--- config.mk ---
export PLATFORM = sky130hd
export DESIGN_NAME = sysref_monitor
export DESIGN_NICKNAME = d
export VERILOG_FILES = /design/src/rtl/sysref_pkg.sv /design/src/rtl/sysref_sync.sv /design/src/rtl/sysref_monitor.sv
export SDC_FILE = /design/constraint.sdc
export NUM_CORES = 1
export LEC_CHECK = 0
export BUFFER_PORTS_ARGS = -buffer_cell sky130_fd_sc_hd__buf_4
export CORE_UTILIZATION = 45
export CTS_CLUSTER_DIAMETER = 60
export CTS_CLUSTER_SIZE = 12
export DETAILED_ROUTE_END_ITERATION = 12
export SLEW_MARGIN = 20
export SYNTH_ARGS = -nofsm -noshare
export SYNTH_HDL_FRONTEND = slang
export SYNTH_SLANG_ARGS = --single-unit
--- constraint.sdc ---
create_clock -name master_clock -period 12.7 [get_ports master_clock]
set_input_delay 2.54 -clock master_clock [delete_from_list [all_inputs] [get_ports master_clock]]
set_output_delay 2.54 -clock master_clock [all_outputs]
set_load 0.03 [all_outputs]
--- src/rtl/sysref_pkg.sv ---
// rtl/sysref_pkg.sv - shared FSM encoding and error counter width for the SYSREF monitor
package sysref_pkg;

    typedef enum logic [1:0] {
        ST_IDLE    = 2'd0,
        ST_ACQUIRE = 2'd1,
        ST_LOCKED  = 2'd2,
        ST_LOST    = 2'd3
    } state_t;

    localparam int ERR_W = 8;

    function automatic logic [ERR_W-1:0] err_sat_inc(input logic [ERR_W-1:0] v);
        return (v == {ERR_W{1'b1}}) ? v : v + 1'b1;
    endfunction

endpackage

--- src/rtl/sysref_sync.sv ---
// rtl/sysref_sync.sv - two-flop synchronizer for the SYSREF level
module sysref_sync (
    input  logic i_clk,
    input  logic i_resetn,
    input  logic i_d,
    output logic o_q
);

    logic r_meta;
    logic r_sync;

    always_ff @(posedge i_clk or negedge i_resetn) begin
        if (!i_resetn) begin
            r_meta <= 1'b0;
            r_sync <= 1'b0;
        end else begin
            r_meta <= i_d;
            r_sync <= r_meta;
        end
    end

    assign o_q = r_sync;

endmodule

--- src/rtl/sysref_monitor.sv ---
// rtl/sysref_monitor.sv - SYSREF edge detect, period measurement, lock FSM and arm gate
module sysref_monitor
    import sysref_pkg::*;
#(
    parameter int PERIOD_W    = 16,
    parameter int LOCK_COUNT  = 4,
    parameter int TOL         = 1,
    parameter int GATE_PULSES = 1
) (
    input  logic                master_clock,
    input  logic                resetn,
    input  logic                user_sysref,
    input  logic [PERIOD_W-1:0] expected_period,
    input  logic                arm,
    output logic                sysref_rise,
    output logic                sysref_gated,
    output logic                locked,
    output logic [1:0]          state,
    output logic [PERIOD_W-1:0] period_meas,
    output logic [ERR_W-1:0]    err_cnt
);

    localparam int MC_W = $clog2(LOCK_COUNT + 1);
    localparam int GC_W = $clog2(GATE_PULSES + 1);
    localparam logic [PERIOD_W-1:0] CNT_MAX = {PERIOD_W{1'b1}};
    localparam logic [PERIOD_W:0]   TOL_X   = (PERIOD_W + 1)'(TOL);

    logic                w_sync;
    logic                w_rise;
    logic [PERIOD_W-1:0] w_cnt_next;
    logic [PERIOD_W-1:0] w_meas_new;
    logic [PERIOD_W:0]   w_meas_x;
    logic [PERIOD_W:0]   w_exp_x;
    logic [PERIOD_W:0]   w_diff;
    logic                w_match;
    logic                w_timeout;
    logic                w_lose;

    logic                r_sync_d;
    logic                r_rise;
    logic [PERIOD_W-1:0] r_cnt;
    logic [PERIOD_W-1:0] r_period_meas;
    state_t              r_state;
    logic [MC_W-1:0]     r_match_cnt;
    logic [ERR_W-1:0]    r_err_cnt;
    logic                r_locked;
    logic                r_gate;
    logic [GC_W-1:0]     r_pass_cnt;
    logic                r_gated;

    sysref_sync u_sync (
        .i_clk    (master_clock),
        .i_resetn (resetn),
        .i_d      (user_sysref),
        .o_q      (w_sync)
    );

    assign w_rise = w_sync & ~r_sync_d;

    always_comb begin
        w_cnt_next = '0;
        if (!w_rise) begin
            w_cnt_next = (r_cnt == CNT_MAX) ? r_cnt : r_cnt + 1'b1;
        end
        w_meas_new = (r_cnt == CNT_MAX) ? CNT_MAX : r_cnt + 1'b1;
        w_meas_x   = {1'b0, w_meas_new};
        w_exp_x    = {1'b0, expected_period};
        w_diff     = (w_meas_x >= w_exp_x) ? (w_meas_x - w_exp_x) : (w_exp_x - w_meas_x);
        w_match    = (w_diff <= TOL_X);
        // Missing edge is judged on the value cnt is about to take, so the
        // loss lands on the same cycle cnt first exceeds the window.
        w_timeout  = ({1'b0, w_cnt_next} > (w_exp_x + TOL_X));
        w_lose     = (r_state == ST_LOCKED) && ((w_rise && !w_match) || w_timeout);
    end

    always_ff @(posedge master_clock or negedge resetn) begin
        if (!resetn) begin
            r_sync_d      <= 1'b0;
            r_rise        <= 1'b0;
            r_cnt         <= '0;
            r_period_meas <= '0;
        end else begin
            r_sync_d <= w_sync;
            r_rise   <= w_rise;
            r_cnt    <= w_cnt_next;
            if (w_rise) begin
                r_period_meas <= w_meas_new;
            end
        end
    end

    always_ff @(posedge master_clock or negedge resetn) begin
        if (!resetn) begin
            r_state     <= ST_IDLE;
            r_match_cnt <= '0;
            r_err_cnt   <= '0;
            r_locked    <= 1'b0;
        end else begin
            case (r_state)
                ST_IDLE, ST_LOST: begin
                    if (w_rise) begin
                        r_state     <= ST_ACQUIRE;
                        r_match_cnt <= '0;
                    end
                end
                ST_ACQUIRE: begin
                    if (w_rise) begin
                        if (!w_match) begin
                            r_match_cnt <= '0;
                        end else if (r_match_cnt == MC_W'(LOCK_COUNT - 1)) begin
                            r_state     <= ST_LOCKED;
                            r_locked    <= 1'b1;
                            r_match_cnt <= '0;
                        end else begin
                            r_match_cnt <= r_match_cnt + 1'b1;
                        end
                    end
                end
                ST_LOCKED: begin
                    if (w_lose) begin
                        r_state   <= ST_LOST;
                        r_locked  <= 1'b0;
                        r_err_cnt <= err_sat_inc(r_err_cnt);
                    end
                end
                default: begin
                    r_state  <= ST_IDLE;
                    r_locked <= 1'b0;
                end
            endcase
        end
    end

    // r_gate covers both the armed-pending and passing phases; it can only
    // be set while locked, and loss of lock drops it in the same cycle.
    always_ff @(posedge master_clock or negedge resetn) begin
        if (!resetn) begin
            r_gate     <= 1'b0;
            r_pass_cnt <= '0;
            r_gated    <= 1'b0;
        end else begin
            r_gated <= 1'b0;
            if (w_lose) begin
                r_gate     <= 1'b0;
                r_pass_cnt <= '0;
            end else if (r_gate) begin
                if (w_rise) begin
                    r_gated <= 1'b1;
                    if (r_pass_cnt == GC_W'(GATE_PULSES - 1)) begin
                        r_gate     <= 1'b0;
                        r_pass_cnt <= '0;
                    end else begin
                        r_pass_cnt <= r_pass_cnt + 1'b1;
                    end
                end
            end else if (arm && r_locked) begin
                r_gate <= 1'b1;
            end
        end
    end

    assign sysref_rise  = r_rise;
    assign sysref_gated = r_gated;
    assign locked       = r_locked;
    assign state        = r_state;
    assign period_meas  = r_period_meas;
    assign err_cnt      = r_err_cnt;

endmodule

==> results of run 1 <==
[stage by stage]
stage | cells | setup slack, ns | instance area [um2] | hold WS [ns] | power [uW]
finish | 775 | 5.983 | 5533 | 0.3630 | 570.0
global route | 775 | 5.543 | 5533 | 0.3699 | 605.9
CTS | 775 | 5.990 | 5533 | 0.3639 | 571.6
detailed placement | 767 | 5.660 | 5374 | 0.3413 | 413.0
global placement | 767 | 5.812 | 5374 | 0.3357 | 412.1
floorplan | 605 | 6.634 | 4956 | 0.3312 | 348.0
[power by group]
group          switching (uW)  internal (uW)
sequential               8.92            176
clock                    58.4           98.5
combinational             143           85.2
[kinds of logic (layout without fill, tap and decap cells)]
logic type,count (synthesis),count (layout)
adders and majority gates,58,58
muxes,8,8
buffers and inverters,75,109
and+or+nand+nor,217,217
DFF,52,52
AOI/OAI and AO/OA,148,148
xor gates and xnor gates,47,47
[layout make-up]
cell class                      instances  area share (%)
Multi-Input combinational cell        478           60.36
Sequential cell                        52           23.52
Timing Repair Buffer                   49           6.649
Inverter                               52           3.528
Clock buffer                            5           1.244
Clock inverter                          3           1.628
Tap cell                              136           3.076
[metal layers]
metal | share of wire (%) | vias to the layer above
met3 | 4.9 | 15
met2 | 45 | 126
met5 | 0 | -
li1 | - | 2227
met4 | 1.2 | 0
met1 | 49 | 2121
[worst min-delay path by stage]
stage	cells after the start	endpoint	slack (ns)
detailed placement	0	u_sync.o_q	0.34
CTS	0	u_sync.o_q	0.36
finish	0	u_sync.o_q	0.36
floorplan	0	u_sync.o_q	0.33
global placement	0	u_sync.o_q	0.34
global route	0	u_sync.o_q	0.37
[sequential cells by signal (all words and copies together), names as in the netlist, 2 cells and up]
register,cells
r_match_cnt,3
period_meas,16
err_cnt,8
state,2
r_cnt,16
[cells in the final DEF (no fill, tap or decap), drive strengths merged, types with 3 or more instances in the layout]
cell     Yosys  layout
a211oi       8       8
a21o        13      13
a21oi       32      32
a221oi       3       3
a311oi       3       3
a31oi        8       8
and3         8       8
and4         3       3
buf         11      49
bufinv       0       3
clkbuf      12       5
dfrtp       52      52
ha          56      56
inv         52      52
mux2         4       4
mux2i        4       4
nand2       54      54
nand2b       6       6
nand3       24      24
nand4       19      19
nor2        62      62
nor2b        8       8
nor3         8       8
nor3b        3       3
nor4         9       9
o2111ai      3       3
o211ai       5       5
o21a         6       6
o21ai       40      40
o21bai       3       3
o311ai       3       3
o31a         3       3
o31ai        4       4
or3          4       4
xnor2       37      37
xor2        10      10
==> summary.md, run 1 <==
| Metric | Value |
|---|---|
| Result of the run | `finished clean` |
| Capture point of the worst reg-to-reg path | `locked` |
| Clock Tree Buf Depth | `2` |
| Ys async rst share | `100.0%` |
| Leakage | `0.002648 uW` |
| Pwr/cell area | `103.0 nW/um2` |
| Critical path type | `input port to register` |
| Routed len/inst | `16.39 um` |
| Max Slew Vio Count | `0` |
| Antenna-violating nets left | `0` |
| Crit path max-delay family | `compound AO/OA/AOI/OAI gates` |
| Post_cts resized | `0` |
| Post-route DRC | `0` |
| Vias | `4489` |
| Initial Util | `47.16%` |
| ANT cells | `0` |
| Synth area leaders | `dfrtp_1 (26%), ha_1 (14%), xnor2_1 (6.4%), nor2_1 (4.7%), o21ai_0 (4.0%)` |
| Worst Setup SP | `expected_period[1]` |
| Startpoint types | `input port` |
| Post-synth EDFFs | `0` |
| Initial DRC Count | `257` |
| Multi-input logic area | `3339 um2` |
| Crit path max fanout | `9` |
| Final Hold Vio Count | `0` |
| Xor/xnor share of the synthesized area | `8.457%` |
| CTS H-tree depth | `2` |
| Min Tclk post-route | `6.717 ns` |
| Core Area | `10510 um2` |
| Count of final setup violators | `0` |
| CP Cell Sequence | `buf_4 -> ha_1 -> nand3_1 -> nor4_1 -> nor3b_1 -> nand3_1 -> xnor2_1 -> ha_1 -> a211oi_1 -> nand2_1 -> o31ai_1 -> o2111ai_1 -> o31ai_4 -> nor2_1 -> mux2_2` |
| Mapped Area | `4956 um2` |
| Prevailing post-synth register cell | `dfrtp_1` |
| CP peak stage delay | `0.64 ns` |
| Area leader, netlist | `dfrtp_1` |
| Max-cap violation count | `0` |
| Die ar. | `11440 um2` |
| Die W | `106.9 um` |
| Multiplexer share of the synthesized area | `1.717%` |
| Layout cell share with drive strength beyond 1 | `11.58%` |
| Synth top area share | `26.26%` |
| Final Util | `52.65%` |
| Clock skew | `0.01133 ns` |
| Reg2Reg Setup Slack | `6.91 ns` |
| Largest family of logic cells by synthesized area | `simple AND/OR/NAND/NOR gates` |
| CP endpoint kind | `register` |
| Met2 usage | `37.33%` |
| Chip height | `106.9 um` |
| Ys Warns | `0` |
| # fillers | `994` |
| Seq. cell area | `1301 um2` |
| Count leader, synth | `nor2_1` |
| Met1 GRT Util | `33.07%` |
| Largest net degree at the start of global routing | `53` |
| Mean Syn Cell Area | `8.192 um2` |
| # rows | `37` |
| CP Data Arrival Time | `6.94 ns` |
| Layout Area Growth over Synthesis | `11.64%` |
| Grt total ovfl | `0` |
| Highest Clock Rate | `0.1489 GHz` |
| Slew headroom | `48.99%` |
| Post-DP HPWL | `10.25 mm` |
| Post-cts hold buffer count | `0` |
| Register area share after synthesis | `26.26%` |
| GPL Wtd Cong | `0.8855` |
| Final WL | `12.71 mm` |
| Flops & latches, synth | `52` |
| Num CTS Buffers | `5` |
| CTS tree | `done` |
| Total global-route track usage | `23.37%` |
| Peak supply drop | `0.08096 mV` |
| Syn Inst Count | `605` |
| CP Capture Point | `err_cnt[1]` |
| Vias in the first global route | `4200` |
| Worst r2r path cells | `20` |
| Simple-gate share of the synthesized area | `21.74%` |
| Hold Crit Class | `register to register` |
| Clock Sinks | `52` |
| CP Depth | `15` |
| Post-synthesis compound-gate area fraction | `20.53%` |
| Slowest cell on the critical path | `o31ai_1` |
| Buf/Inv on CP | `1` |
| Top-Level Pins | `49` |
| Synth cell types | `68` |
| TritonRoute pass-1 iters | `5` |
| Reg2Reg Launch Point | `r_cnt[2]` |
| Busiest metal layer after global routing | `met2` |
| Syn Nets | `683` |
| RSZ-0062 raised after global routing | `false` |
| Worst Tran Pin Value | `0.7644 ns` |
| Clock transition at path regs | `0.10 ns` |
| Post-route setup TNS | `0 ns` |
| Vias per inst | `5.792` |
| Nets | `716` |
| Hold path startpoint | `u_sync.r_meta` |
| Antenna violations before repair | `0` |
| Period utilization | `52.89%` |
| Post-Synth Adder-Cell Area | `14.95%` |
| M3 GR Usage | `3.526%` |
| Clk_lat worst skew | `0.33 ns` |
| IO buf count | `48` |
| Post-CTS setup buffers | `0` |
| First-pass GRT wire length | `20.71 mm` |
| Clock root cell | `clkbuf_8` |
| Crit path required time | `12.92 ns` |
| Most common library cells after synthesis | `nor2_1 (62), ha_1 (56), nand2_1 (53)` |
Note: power is estimated with default switching activity, not from simulation.
==> inputs of run 2 (changes only) <==
PLACE_DENSITY = 0.66   (was default)
clock period = 5.95 ns   (was 12.7 ns; I/O delays follow)
==> summary.md, run 2 (synthesis results as in run 1) <==
| Metric | Value |
|---|---|
| Result of the run | `finished clean` |
| Die ar. | `11440 um2` |
| Layout Area Growth over Synthesis | `12.80%` |
| Hold Crit Class | `register to register` |
| Nets | `726` |
| Capture point of the worst reg-to-reg path | `err_cnt[1]` |
| IO buf count | `48` |
| # rows | `37` |
| Setup WS post-layout | `0.4297 ns` |
| Clock skew | `0.01046 ns` |
| Worst Setup SP | `r_cnt[2]` |
| Count of final setup violators | `0` |
| Leading cell types in the layout, fill and taps excluded | `nor2_1 (62), buf_4 (59), ha_1 (56)` |
| Peak supply drop | `0.1533 mV` |
| Final Util | `53.20%` |
| Hold Path Depth | `0` |
| Vias in the first global route | `4395` |
| Initial DRC Count | `268` |
| Hold path startpoint | `u_sync.r_meta` |
| Routed len/inst | `16.20 um` |
| Period utilization | `92.78%` |
| Met1 GRT Util | `32.38%` |
| ANT cells | `0` |
| Crit path required time | `6.15 ns` |
| Reg2Reg Setup Slack | `0.43 ns` |
| Worst r2r path cells | `21` |
| Pre-CTS WS | `0.2230 ns` |
| Slowest cell on the critical path | `nor4_1` |
| Fin cells | `785` |
| Antenna violations before repair | `0` |
| TritonRoute pass-1 iters | `5` |
| Core Area | `10510 um2` |
| CP endpoint kind | `register` |
| Clock Sinks | `52` |
| Crit path max fanout | `14` |
| Vias per inst | `5.776` |
| Max Slew Vio Count | `0` |
| Highest Clock Rate | `0.1811 GHz` |
| CTS tree | `done` |
| Multi-input logic area | `3359 um2` |
| Final Hold Vio Count | `0` |
| Clk_lat worst skew | `0.31 ns` |
| Busiest metal layer after global routing | `met2` |
| Reg2Reg Launch Point | `r_cnt[2]` |
| GPL Wtd Cong | `0.9136` |
| First-pass GRT wire length | `21.36 mm` |
| Chip height | `106.9 um` |
| CP peak stage delay | `0.53 ns` |
| Placed insts | `776` |
| Most common cell after layout, fill and taps aside | `nor2_1` |
| Post-cts hold buffer count | `0` |
| # fillers | `987` |
| Antenna-violating nets left | `0` |
| Hold EP | `u_sync.o_q` |
| Met2 usage | `38.66%` |
| Max-cap violation count | `0` |
| Num CTS Buffers | `5` |
| CP most frequent cell | `nor2_1` |
| Die W | `106.9 um` |
| Top-Level Pins | `49` |
| Startpoint types | `register` |
| Post-route DRC | `0` |
| Post-DP HPWL | `10.46 mm` |
| Pwr/cell area | `205.0 nW/um2` |
| CP Data Arrival Time | `5.72 ns` |
| Hold WS | `0.3704 ns` |
| Total global-route track usage | `23.68%` |
| Final WL | `12.72 mm` |
| Clock Tree Buf Depth | `2` |
| Clock transition at path regs | `0.09 ns` |
| Critical path type | `register to register` |
| Largest net degree at the start of global routing | `53` |
| Layout cell share with drive strength beyond 1 | `13.56%` |
| Clock root cell | `clkbuf_8` |
| Leakage | `0.002679 uW` |
| CP Cell Sequence | `nand3_1 -> nor2_1 -> and3_1 -> and4_1 -> nand3_1 -> nor2_1 -> and3_2 -> inv_1 -> ha_1 -> ha_1 -> fa_1 -> nor2b_1 -> o31a_1 -> nor2_1 -> o31a_1 -> xnor2_1 -> nor4_1 -> o2111ai_1 -> o31ai_4 -> nor2_1 -> mux2_2` |
| Initial Util | `47.16%` |
| CTS H-tree depth | `2` |
| Slew headroom | `48.44%` |
| Grt total ovfl | `0` |
| Min Tclk post-route | `5.520 ns` |
| Seq. cell area | `1301 um2` |
| M3 GR Usage | `2.675%` |
| Vias | `4534` |
| Worst Tran Pin Value | `0.7726 ns` |
| Post-route setup TNS | `0 ns` |
run 2: cell type report:
cell class	count	area share [%]
multi-input cells	478	60.09
flip-flops and latches	52	23.28
repair buffers	59	7.923
inverters	52	3.491
well taps	136	3.044
clock buffers	6	1.477
clock inverters	2	0.6938
run 2: critical path, delay by kind of cell, from the launching register on:
family	cells	cell delay, ns
xor gates and xnor gates	1	0.14
AOI/OAI and AO/OA	4	1.26
and+or+nand+nor	11	2.34
DFF	1	0.41
adders and majority gates	3	0.89
buffers and inverters	1	0.08
muxes	1	0.29
run 2: how the worst max path moves through the flow:
| stage | to | cells past startpoint |
|---|---|---|
| final | err_cnt[1] | 21 |
| after global routing | err_cnt[1] | 21 |
| after CTS | locked | 20 |
| after detailed placement | locked | 20 |
| after global placement | locked | 20 |
| after floorplan | state[0] | 23 |
run 2: routing by layer:
layer	up-vias	wire length, um
met2	119	5899
li1	2248	-
met4	0	295
met1	2145	6022
met5	-	0
met3	22	502
run 2: through the flow:
| step | power, uW | area (um2) |
|---|---|---|
| finish | 1146 | 5590 |
| floorplan | 746.4 | 4956 |
| global route | 1228 | 5590 |
| global placement | 893.6 | 5441 |
| CTS | 1152 | 5563 |
| detailed placement | 896.4 | 5441 |
run 2: report_power, final:
part / internal [uW] / switching, uW / leakage (uW)
combinational: 192 / 304 / 0.00193
sequential: 378 / 20.1 / 0.000688
clock: 138 / 115 / 0.0000614
total: 707 / 439 / 0.00268
run 2: repair_timing:
action,in CTS,in global routing
hold endpoints to repair,0,0
endpoints found under the setup margin,0,16
gates resized for setup,0,4
buffers inserted,0,1
==> inputs of run 3 (changes only) <==
GPL_ROUTABILITY_DRIVEN = 0   (was default)
MAX_ROUTING_LAYER = met4   (was default)
==> summary.md, run 3 (synthesis results as in run 1) <==
| Metric | Value |
|---|---|
| Slowest cell on the critical path | `ha_1` |
| Antenna-violating nets left | `0` |
| Worst Setup SP | `r_cnt[2]` |
| Vias in the first global route | `4219` |
| Startpoint types | `register` |
| Reg2Reg Launch Point | `r_cnt[2]` |
| Crit path max fanout | `14` |
| Worst Tran Pin Value | `0.7660 ns` |
| Nets | `723` |
| # rows | `37` |
| Total global-route track usage | `23.35%` |
| IO buf count | `48` |
| Highest Clock Rate | `0.1830 GHz` |
| Vias | `4517` |
| Post-cts hold buffer count | `0` |
| TritonRoute pass-1 iters | `5` |
| Layout Area Growth over Synthesis | `12.19%` |
| Max layer used | `met4` |
| CP Cell Sequence | `nand3_1 -> nor2_1 -> and3_1 -> and4_1 -> nand3_1 -> nor2_1 -> and3_4 -> nor2_1 -> inv_1 -> ha_1 -> nand2_4 -> or4_4 -> o21ai_0 -> o31ai_1 -> a211oi_1 -> xor2_1 -> o2111ai_4 -> or3_4 -> a221o_1 -> o211ai_2` |
| Core Area | `10510 um2` |
| Met2 Wirelength | `5.945 mm` |
| Clock skew | `0.008052 ns` |
| Hold WS | `0.3827 ns` |
| CP most frequent cell | `nor2_1` |
| Clock root cell | `clkbuf_8` |
| Met1 wire length | `5.710 mm` |
| Chip height | `106.9 um` |
| Final WL | `12.27 mm` |
| Top-Level Pins | `49` |
| Clock Sinks | `52` |
| Slew headroom | `48.88%` |
| Crit path max-delay family | `simple AND/OR/NAND/NOR gates` |
| Result of the run | `finished clean` |
| Critical path type | `register to register` |
| Die ar. | `11440 um2` |
| Post-route DRC | `0` |
| ANT cells | `0` |
| Clk_lat worst skew | `0.31 ns` |
| Die W | `106.9 um` |
| Layout cell share with drive strength beyond 1 | `13.31%` |
| Min Tclk post-route | `5.465 ns` |
| CP peak stage delay | `0.56 ns` |
| Antenna violations before repair | `0` |
| WL met3 | `394 um` |
| Placed insts | `774` |
| Initial DRC Count | `253` |
| Buf/Inv on CP | `1` |
| Final Hold Vio Count | `0` |
| Fin cells | `782` |
| RSZ-0062 raised after global routing | `false` |
| Hold path startpoint | `u_sync.r_meta` |
| Overall power | `1121 uW` |
| Max-cap violation count | `0` |
| CP Data Arrival Time | `5.71 ns` |
| CP endpoint kind | `register` |
| Grt total ovfl | `0` |
| Crit path required time | `6.19 ns` |
| Vias per inst | `5.776` |
| CTS H-tree depth | `2` |
| Post-DP HPWL | `9.913 mm` |
| Num CTS Buffers | `5` |
| CTS tree | `done` |
| First-pass GRT wire length | `20.72 mm` |
| Max Slew Vio Count | `0` |
| Clock Tree Buf Depth | `2` |
| Post-route setup TNS | `0 ns` |
| Pwr/cell area | `201.6 nW/um2` |
| Largest net degree at the start of global routing | `53` |
| Hold Crit Class | `register to register` |
| Peak supply drop | `0.1589 mV` |
| Leakage | `0.002656 uW` |
| Initial Util | `47.16%` |
| Count of final setup violators | `0` |
| Leading cell types in the layout, fill and taps excluded | `nor2_1 (62), ha_1 (56), buf_4 (56)` |
| Period utilization | `91.85%` |
| Most common cell after layout, fill and taps aside | `nor2_1` |
| Routed len/inst | `15.69 um` |
| Clock transition at path regs | `0.10 ns` |
## run 3: per-stage QoR
step | cell area [um2] | setup WS (ns) | util (%)
after floorplan | 4956 | 0.8875 | -
after global placement | 5426 | 0.2003 | 51.64
after detailed placement | 5426 | 0.1766 | 51.64
after CTS | 5523 | 0.1346 | 52.55
after global routing | 5560 | 0.02733 | 52.91
final | 5560 | 0.4852 | 52.91
## run 3: report_power, final
part           internal, uW  switching, uW  total [uW]
combinational           198            311         509
sequential              378           20.7         398
clock                  86.6            127         213
total                   662            458        1120
## run 3: path summary, 6_finish.rpt
check,slack [ns],to,cells past startpoint
setup / recovery,0.49,state[0],20
hold / removal,0.38,u_sync.o_q,0
setup reg to reg,0.49,state[0],20
hold reg to reg,0.38,u_sync.o_q,0
max in group asynchronous,4.63,r_cnt[5],1
min in group asynchronous,0.88,r_sync_d,1
## run 3: area by class of cell
class / instances / area, um2
Fill cell: 976 / 4949
Timing Repair Buffer: 56 / 420.4
Inverter: 52 / 195.2
Clock buffer: 5 / 68.82
Sequential cell: 52 / 1301
Multi-Input combinational cell: 478 / 3377
Tap cell: 136 / 170.2
Clock inverter: 3 / 27.53
## run 3: repair_timing
action,4_1_cts,5_1_grt
resized for setup,0,7
setup endpoints to repair,0,16
buffers inserted,0,0
## run 3: routing by layer
metal / track usage (%) / vias to the layer above
met1: 31.17 / 2145
met5: - / -
li1: - / 2242
met4: 5.186 / 0
met3: 1.702 / 19
met2: 38.89 / 111
